$ cat src/rtl/button_conditioner.sv
// Push-button front end: synchronise, debounce and edge-detect Up/Down/TC/Lp for the VGA colour controller.
// Define BTN_AUTOREPEAT_EN to add hold-to-repeat on the Up and Down strobes.
module button_conditioner #(
    parameter int unsigned DEBOUNCE_CYCLES = 500000,
    parameter int unsigned CNT_W           = 19,
    parameter int unsigned REPEAT_DELAY    = 25000000,
    parameter int unsigned REPEAT_PERIOD   = 5000000
) (
    input  logic Clock,
    input  logic reset,
    input  logic btn_up,
    input  logic btn_down,
    input  logic btn_tc,
    input  logic btn_lp,
    output logic Up,
    output logic Down,
    output logic TC,
    output logic Lp
);

    localparam int unsigned NCH     = 4;
    localparam int unsigned CH_UP   = 0;
    localparam int unsigned CH_DOWN = 1;
    localparam int unsigned CH_TC   = 2;
    localparam int unsigned CH_LP   = 3;

    // Reject parameter sets the counters cannot represent.
    if (DEBOUNCE_CYCLES < 2 || (64'(1) << CNT_W) <= 64'(DEBOUNCE_CYCLES) ||
        REPEAT_DELAY < 1 || REPEAT_PERIOD < 1) begin : g_bad_params
        $error("button_conditioner: illegal parameter combination");
    end

    logic [NCH-1:0]   raw;
    logic [NCH-1:0]   s1;
    logic [NCH-1:0]   s2;
    logic [NCH-1:0]   st;
    logic [CNT_W-1:0] cnt [NCH];

    logic [1:0] dir_st;
    logic [1:0] other_st;
    logic [1:0] st_d;
    logic [1:0] rise;
    logic [1:0] press;
    logic [1:0] strobe_c;

    assign raw = {btn_lp, btn_tc, btn_down, btn_up};

    // Two-flop synchroniser, then a per-channel run-length counter that flips st after a stable run.
    always_ff @(posedge Clock or negedge reset) begin
        if (!reset) begin
            s1 <= '0;
            s2 <= '0;
            st <= '0;
            for (int i = 0; i < NCH; i++) begin
                cnt[i] <= '0;
            end
        end else begin
            s1 <= raw;
            s2 <= s1;
            for (int i = 0; i < NCH; i++) begin
                if (s2[i] == st[i]) begin
                    cnt[i] <= '0;
                end else if (cnt[i] == CNT_W'(DEBOUNCE_CYCLES - 1)) begin
                    st[i]  <= ~st[i];
                    cnt[i] <= '0;
                end else begin
                    cnt[i] <= cnt[i] + CNT_W'(1);
                end
            end
        end
    end

    // Bit 0 is the Up direction, bit 1 the Down direction.
    assign dir_st   = {st[CH_DOWN], st[CH_UP]};
    assign other_st = {st[CH_UP], st[CH_DOWN]};
    assign rise     = dir_st & ~st_d;
    assign press    = rise & ~other_st;

`ifdef BTN_AUTOREPEAT_EN
    localparam int unsigned RPT_MAX = (REPEAT_DELAY > REPEAT_PERIOD) ? REPEAT_DELAY : REPEAT_PERIOD;
    localparam int unsigned RPT_W   = (RPT_MAX < 2) ? 1 : $clog2(RPT_MAX);

    typedef enum logic [1:0] {
        RPT_IDLE   = 2'd0,
        RPT_DELAY  = 2'd1,
        RPT_REPEAT = 2'd2
    } rpt_state_e;

    rpt_state_e       rpt_state   [2];
    rpt_state_e       rpt_state_n [2];
    logic [RPT_W-1:0] rpt         [2];
    logic [RPT_W-1:0] rpt_n       [2];
    logic [1:0]       other_rise;
    logic [1:0]       cancel;

    assign other_rise = {rise[0], rise[1]};
    assign cancel     = ~dir_st | other_rise;

    always_ff @(posedge Clock or negedge reset) begin
        if (!reset) begin
            for (int d = 0; d < 2; d++) begin
                rpt_state[d] <= RPT_IDLE;
                rpt[d]       <= '0;
            end
        end else begin
            for (int d = 0; d < 2; d++) begin
                rpt_state[d] <= rpt_state_n[d];
                rpt[d]       <= rpt_n[d];
            end
        end
    end

    // Release or an opposing press abandons a repeat run without a final strobe.
    always_comb begin
        strobe_c = '0;
        for (int d = 0; d < 2; d++) begin
            rpt_state_n[d] = rpt_state[d];
            rpt_n[d]       = rpt[d];
            case (rpt_state[d])
                RPT_IDLE: begin
                    if (press[d]) begin
                        strobe_c[d]    = 1'b1;
                        rpt_state_n[d] = RPT_DELAY;
                        rpt_n[d]       = RPT_W'(REPEAT_DELAY - 1);
                    end
                end
                RPT_DELAY, RPT_REPEAT: begin
                    if (cancel[d]) begin
                        rpt_state_n[d] = RPT_IDLE;
                    end else if (rpt[d] == '0) begin
                        strobe_c[d]    = 1'b1;
                        rpt_state_n[d] = RPT_REPEAT;
                        rpt_n[d]       = RPT_W'(REPEAT_PERIOD - 1);
                    end else begin
                        rpt_n[d] = rpt[d] - RPT_W'(1);
                    end
                end
                default: begin
                    rpt_state_n[d] = RPT_IDLE;
                end
            endcase
        end
    end
`else
    assign strobe_c = press;
`endif

    always_ff @(posedge Clock or negedge reset) begin
        if (!reset) begin
            st_d <= '0;
            Up   <= 1'b0;
            Down <= 1'b0;
        end else begin
            st_d <= dir_st;
            Up   <= strobe_c[0];
            Down <= strobe_c[1];
        end
    end

    assign TC = st[CH_TC];
    assign Lp = st[CH_LP];

endmodule

$ cat config.mk
export PLATFORM = sky130hd
export DESIGN_NAME = button_conditioner
export DESIGN_NICKNAME = d
export VERILOG_FILES = /design/src/rtl/button_conditioner.sv
export SDC_FILE = /design/constraint.sdc
export NUM_CORES = 1
export LEC_CHECK = 0
export ABC_AREA = 0
export BUFFER_PORTS_ARGS = -buffer_cell sky130_fd_sc_hd__buf_4
export CAP_MARGIN = 20
export CELL_PAD_IN_SITES_DETAIL_PLACEMENT = 1
export CELL_PAD_IN_SITES_GLOBAL_PLACEMENT = 1
export CORE_MARGIN = 10
export CORE_UTILIZATION = 40
export DETAILED_ROUTE_END_ITERATION = 10
export PLACE_DENSITY_LB_ADDON = 0.1
export SYNTH_ARGS = -nofsm -noshare
export SYNTH_HDL_FRONTEND = slang
export SYNTH_SLANG_ARGS = --single-unit
$ cat constraint.sdc
create_clock -name Clock -period 3.84 [get_ports Clock]
set_input_delay 0.384 -clock Clock [delete_from_list [all_inputs] [get_ports Clock]]
set_output_delay 0.384 -clock Clock [all_outputs]
set_load 0.02 [all_outputs]
==> results of run 1 <==
[worst max-delay path: stages, from the launching register on]
cell and delay (ps):
dfrtp_1 430, or4_1 540, or4_4 550, o21ai_4 460, nor2_1 120
[cell families after synthesis]
| logic type | Yosys count | synth area share |
|---|---|---|
| adders and majority gates | 4 | 0.0117 |
| and+or+nand+nor | 200 | 0.249 |
| muxes | 4 | 0.0106 |
| xor gates and xnor gates | 53 | 0.109 |
| DFF | 92 | 0.540 |
| AOI/OAI and AO/OA | 42 | 0.0575 |
| buffers and inverters | 21 | 0.0217 |
[cell usage after synthesis (4+ instances only)]
cell type	n
dfrtp_1	92
nor2_1	66
xnor2_1	30
nand3_1	24
xor2_1	23
nand2_1	22
a21oi_1	19
nand4_1	19
o21ai_0	14
or3_1	14
inv_1	13
or4_1	11
nor4_1	10
nor3_1	8
and3_1	6
and4_1	5
o31ai_1	5
buf_2	4
ha_1	4
mux2_2	4
[flip-flops by register name, indices dropped and copies added, names as in the netlist]
| signal | cells |
|---|---|
| st | 4 |
| cnt | 76 |
| Down | 1 |
| st_d | 2 |
| s2 | 4 |
| s1 | 4 |
| Up | 1 |
[per-stage QoR]
| stage | util | hold WS [ps] | area, µm² | cells | setup WS (ps) |
|---|---|---|---|---|---|
| after global placement | 0.432 | 334 | 4480 | 556 | 1670 |
| final | 0.453 | 108 | 4700 | 572 | 1610 |
| after floorplan | - | 88.4 | 4260 | 416 | 1840 |
| after detailed placement | 0.432 | 336 | 4480 | 556 | 1600 |
| after global routing | 0.453 | 78.7 | 4700 | 572 | 1460 |
| after CTS | 0.453 | 78.9 | 4700 | 572 | 1590 |
[where the power goes]
group | switching (µW) | internal (µW) | total [µW]
combinational | 43.1 | 17.1 | 60.2
clock | 364 | 371 | 735
sequential | 12.9 | 982 | 995
total | 420 | 1370 | 1790
[final cells by class]
type	count	area, µm²
clock buffers	9	124
clock inverters	7	97.6
fillers	1171	5670
inverters	13	48.8
multi-input cells	303	1870
flip-flops and latches	92	2300
well taps	136	170
repair buffers	12	90.1
[metal layers]
layer	wire length, µm	share of wire
met4	119	0.014
met3	253	0.029
met2	4080	0.47
met5	0	0
met1	4190	0.48
[worst max path at each step]
stage | end | cells past startpoint
after global placement | cnt[49]$_DFF_PN0_ | 4
after global routing | cnt[8]$_DFF_PN0_ | 5
after detailed placement | cnt[45]$_DFF_PN0_ | 4
after CTS | cnt[45]$_DFF_PN0_ | 4
after floorplan | st[1]$_DFFE_PN0P_ | 4
final | cnt[45]$_DFF_PN0_ | 4
[cells in the final DEF, fill, tap and decap left out, drive strengths merged, types with 15 or more instances in the layout]
cell,count
nand4,21
xnor2,30
dfrtp,92
a21oi,19
inv,15
nand2,22
o21ai,17
xor2,23
nand3,24
nor2,66
==> flow_metrics.tcl, run 1 <==
set metrics [dict create \
    rsz0062_at_grt "no" \
    power_uw 1790 \
    endpoint_kind "flop" \
    final-max-slew-violation-count 0 \
    worstHoldEndpoint "s1[3]$_DFF_PN0_" \
    ys_async_sr_fraction 1.00 \
    grt_usage 0.127 \
    netlist.area_leader.share 0.540 \
    period_share 0.581 \
    critical_path_peak_fanout 19 \
    hold_path.startpoint "btn_lp" \
    htree_levels 3 \
    crit-reg2reg-capture "cnt[45]$_DFF_PN0_" \
    synth_ff_type "dfrtp_1" \
    yosys.area.top_type "dfrtp_1" \
    via_count 3084 \
    antenna_found_initial 0 \
    cts_buffer_depth 2 \
    maxCapViolCount 0 \
    routed_wl_mm 8.64 \
    overflow 0 \
    critPathKind "flop to flop" \
    yosysUniqueCellTypes 38 \
    cts-hold-fix-buffers 0 \
    antenna_cells 0 \
    met1_usage 0.162 \
    drive_above_1_share 0.0940 \
    grt_max_degree 69 \
    die_area_um2 15200 \
    status "completed" \
    rows 37 \
    maxSlewHeadroom 0.428 \
    syn_inst 416 \
    cts_root_buf "clkbuf_8" \
    grt_pass1_wl_mm 15.7 \
    clk_pin_slew_worst_paths_ps 100 \
    required_ps 4080 \
    leakagePower_uw 0.00191 \
    drt-initial-drc-count 184 \
    critPathLaunchType "flop" \
    drc_errors 0 \
    routedWlPerCell_um 15.1 \
    synth_edf_count 0 \
    initial_core_util 0.411 \
    cts_made_buffers 9 \
    cts_tree "yes" \
    ant_nets 0 \
    skew_ps 8.82 \
    rr_startpoint "cnt[47]$_DFF_PN0_" \
    reg2reg_slack_ps 1610 \
    finalSetupViolCount 0 \
    postCtsSetupRepairBufs 0 \
    powerDensity_nw_per_um2 381 \
    synth_area_leaders "dfrtp_1, xnor2_1, nor2_1, xor2_1, nand3_1" \
    reg2regPathDepth 4 \
    clock_sinks 92 \
    insertion_delay_ps 380 \
    area_growth_pct 10.3 \
    yosys_warnings 0 \
    syn_nets 426 \
    hold_violations 0 \
    ir_drop_uv 431 \
    vias_per_cell 5.39 \
    hold_depth 1 \
    core_um2 10400 \
    cp_data_arrival_time_ps 2470 \
    gp_congestion 0.761 \
    drt-pass1-iter-count 4 \
    first_global_vias 3258 \
    finalSetupTns_ps 0 \
    hpwl_mm 5.82 \
    period_needed_ps 2230 \
    final_nets 441 \
    worst_hold_path_type "input pin to flop" \
    die_h_um 123 \
    worst-slew-pin-transition_ps 859 \
    synth_seq_cells 92 \
    die_w_um 123 \
    grt.busiest_layer "met2" \
    grt_use_met2 0.201 \
    seq_area_frac_synth 0.540 \
    crit_path_start "cnt[47]$_DFF_PN0_" \
    syn_area_um2 4260 \
    syn_area_per_cell_um2 10.2 \
    use_met3 0.0369 \
    ioPinCount 10 \
    fmax_mhz 448 \
    ctsResizeCount 0 \
    port_buffers 9 \
]
Note: power is estimated with default switching activity, not from simulation.
==> run 2: changes to the inputs <==
- ABC_AREA: 0 -> 1
- clock period: 3.84 -> 2.1 ns (I/O delays scaled with it)
==> flow_metrics.tcl, run 2 <==
set metrics [dict create \
    status "completed" \
    yosys.area.top_type "dfrtp_1" \
    syn_nets 662 \
    gp_congestion 0.803 \
    grt_max_degree 43 \
    port_buffers 9 \
    rows 40 \
    multi_input_area_um2 2390 \
    worst-slew-pin-transition_ps 407 \
    die_h_um 132 \
    yosysUniqueCellTypes 28 \
    hpwl_mm 9.00 \
    final_common_cell "nor2_1" \
    antenna_cells 0 \
    ant_nets 0 \
    critPathKind "flop to flop" \
    utilization 0.464 \
    routed_wl_mm 12.1 \
    maxSlewHeadroom 0.728 \
    crit_chain "ha_1 -> nand2_1 -> nor2_1 -> nand2_2 -> nor2_2 -> nand3_1 -> nand3_1 -> nor2_1" \
    vias_per_cell 4.83 \
    yosys_warnings 0 \
    grt_pass1_wl_mm 21.0 \
    syn_inst 652 \
    critPathMaxStageDelay_ps 380 \
    synth_seq_cells 92 \
    via_count 4098 \
    grt_usage 0.146 \
    area_growth_pct 13.0 \
    met1_usage 0.181 \
    antenna_found_initial 0 \
    worst_path_max_delay_cell "dfrtp_1" \
    place_area_um2 5260 \
    skew_ps 9.31 \
    fin_area_um2 5620 \
    routedWlPerCell_um 14.2 \
    seqCellArea_um2 2300 \
    fillers 1530 \
    drc_errors 0 \
    largest_register_ffs 76 \
    maxCapViolCount 0 \
    worst_hold_path_type "input pin to asynchronous set/reset pin" \
    critPathBufInv 0 \
    cts_tree "yes" \
    drt-pass1-iter-count 5 \
    critical_path_peak_fanout 5 \
    overflow 0 \
    cts_buffer_depth 2 \
    leakagePower_uw 0.00243 \
    grt.busiest_layer "met2" \
    use_met3 0.0339 \
    seq_area_frac_synth 0.463 \
    hold_violations 0 \
    drt-initial-drc-count 198 \
    crit_family "simple AND/OR/NAND/NOR gates" \
    top_register "cnt" \
    fmax_mhz 637 \
    synth_ff_type "dfrtp_1" \
    clock_sinks 92 \
    period_share 0.748 \
    first_global_vias 4393 \
    die_w_um 132 \
    endpoint_kind "flop" \
    yosysMostFrequentCell "nor2_1" \
    hold_slack_ps 315 \
    final_cell_mix "nor2_1, nand2_1, dfrtp_1" \
    required_ps 2350 \
    critPathLaunchType "flop" \
    ioPinCount 10 \
    synth_area_leaders "dfrtp_1, nor2_1, nand2_1, nand3_1, inv_1" \
    powerDensity_nw_per_um2 644 \
    cts_root_buf "clkbuf_16" \
    final_nets 685 \
    synth_edf_count 0 \
    drive_above_1_share 0.100 \
    final-max-slew-violation-count 0 \
    core_um2 12100 \
    syn_area_per_cell_um2 7.63 \
    netlist.area_leader.share 0.463 \
    grt_use_met2 0.242 \
    insertion_delay_ps 360 \
    cts_made_buffers 9 \
    synth_common_cells "nor2_1, nand2_1, dfrtp_1" \
    period_needed_ps 1570 \
    initial_core_util 0.411 \
    finalSetupViolCount 0 \
    cp_data_arrival_time_ps 1820 \
    ys_async_sr_fraction 1.00 \
    die_area_um2 17300 \
    rsz0062_at_grt "no" \
    clk_pin_slew_worst_paths_ps 70 \
    htree_levels 3 \
    finalSetupTns_ps 0 \
    ctsResizeCount 0 \
    ir_drop_uv 663 \
    syn_area_um2 4970 \
]
==> run 2: cells by family (layout without fill, tap and decap cells) <==
group           count (synthesis)  count (layout)  share of synthesized area
compound gates                 28              28                     0.0299
simple gates                  413             413                      0.365
fa+ha+maj                       4               4                     0.0101
buf+inv                        74             102                     0.0571
flops                          92              92                      0.463
xor+xnor                       41              41                     0.0752
==> run 2: per-stage QoR <==
stage / setup WS (ps) / cells / total power (µW)
2_1_floorplan: 841 / 652 / 1900
3_3_place_gp: 619 / 827 / 1970
3_5_place_dp: 561 / 827 / 1980
4_1_cts: 532 / 848 / 3680
5_1_grt: 361 / 848 / 3760
6_report: 529 / 848 / 3620
==> run 2: path summary, 6_finish.rpt <==
kind                                        start                 to  slack (ps)  cells after the start
worst max-delay path            cnt[19]$_DFF_PN0_  cnt[37]$_DFF_PN0_         530                      8
worst min-delay path                        reset  cnt[30]$_DFF_PN0_         320                      2
worst max register to register  cnt[19]$_DFF_PN0_  cnt[37]$_DFF_PN0_         530                      8
worst min register to register    s1[3]$_DFF_PN0_    s2[3]$_DFF_PN0_         350                      0
max in group asynchronous                   reset  cnt[51]$_DFF_PN0_        1120                      3
min in group Clock                s1[3]$_DFF_PN0_    s2[3]$_DFF_PN0_         350                      0
==> run 2: routing by layer <==
metal / wire length [µm] / share of wire
met1: 5690 / 0.47
met2: 5790 / 0.48
met3: 347 / 0.029
met4: 224 / 0.019
met5: 0 / 0
==> run 2: what timing repair did <==
item,4_1_cts,5_1_grt
buffers inserted,0,0
hold buffers,5,0
hold endpoints to repair,29,0
endpoints found under the setup margin,0,0
==> run 2: cell type report <==
type | instances | area share
Inverter | 69 | 0.0461
Sequential cell | 92 | 0.410
Tap cell | 168 | 0.0374
Clock inverter | 7 | 0.0145
Multi-Input combinational cell | 486 | 0.425
Timing Repair Buffer | 17 | 0.0272
Clock buffer | 9 | 0.0401
==> run 2: power breakdown <==
group / switching, µW / internal, µW
registers: 18.0 / 1800
logic: 90.1 / 42.3
clock network: 821 / 849
total: 929 / 2690
==> run 2: worst register-to-register path, delay by kind of cell, from the launching register on <==
family | cells | cell delay, ps
simple gates | 7 | 900
fa+ha+maj | 1 | 200
flops | 1 | 380
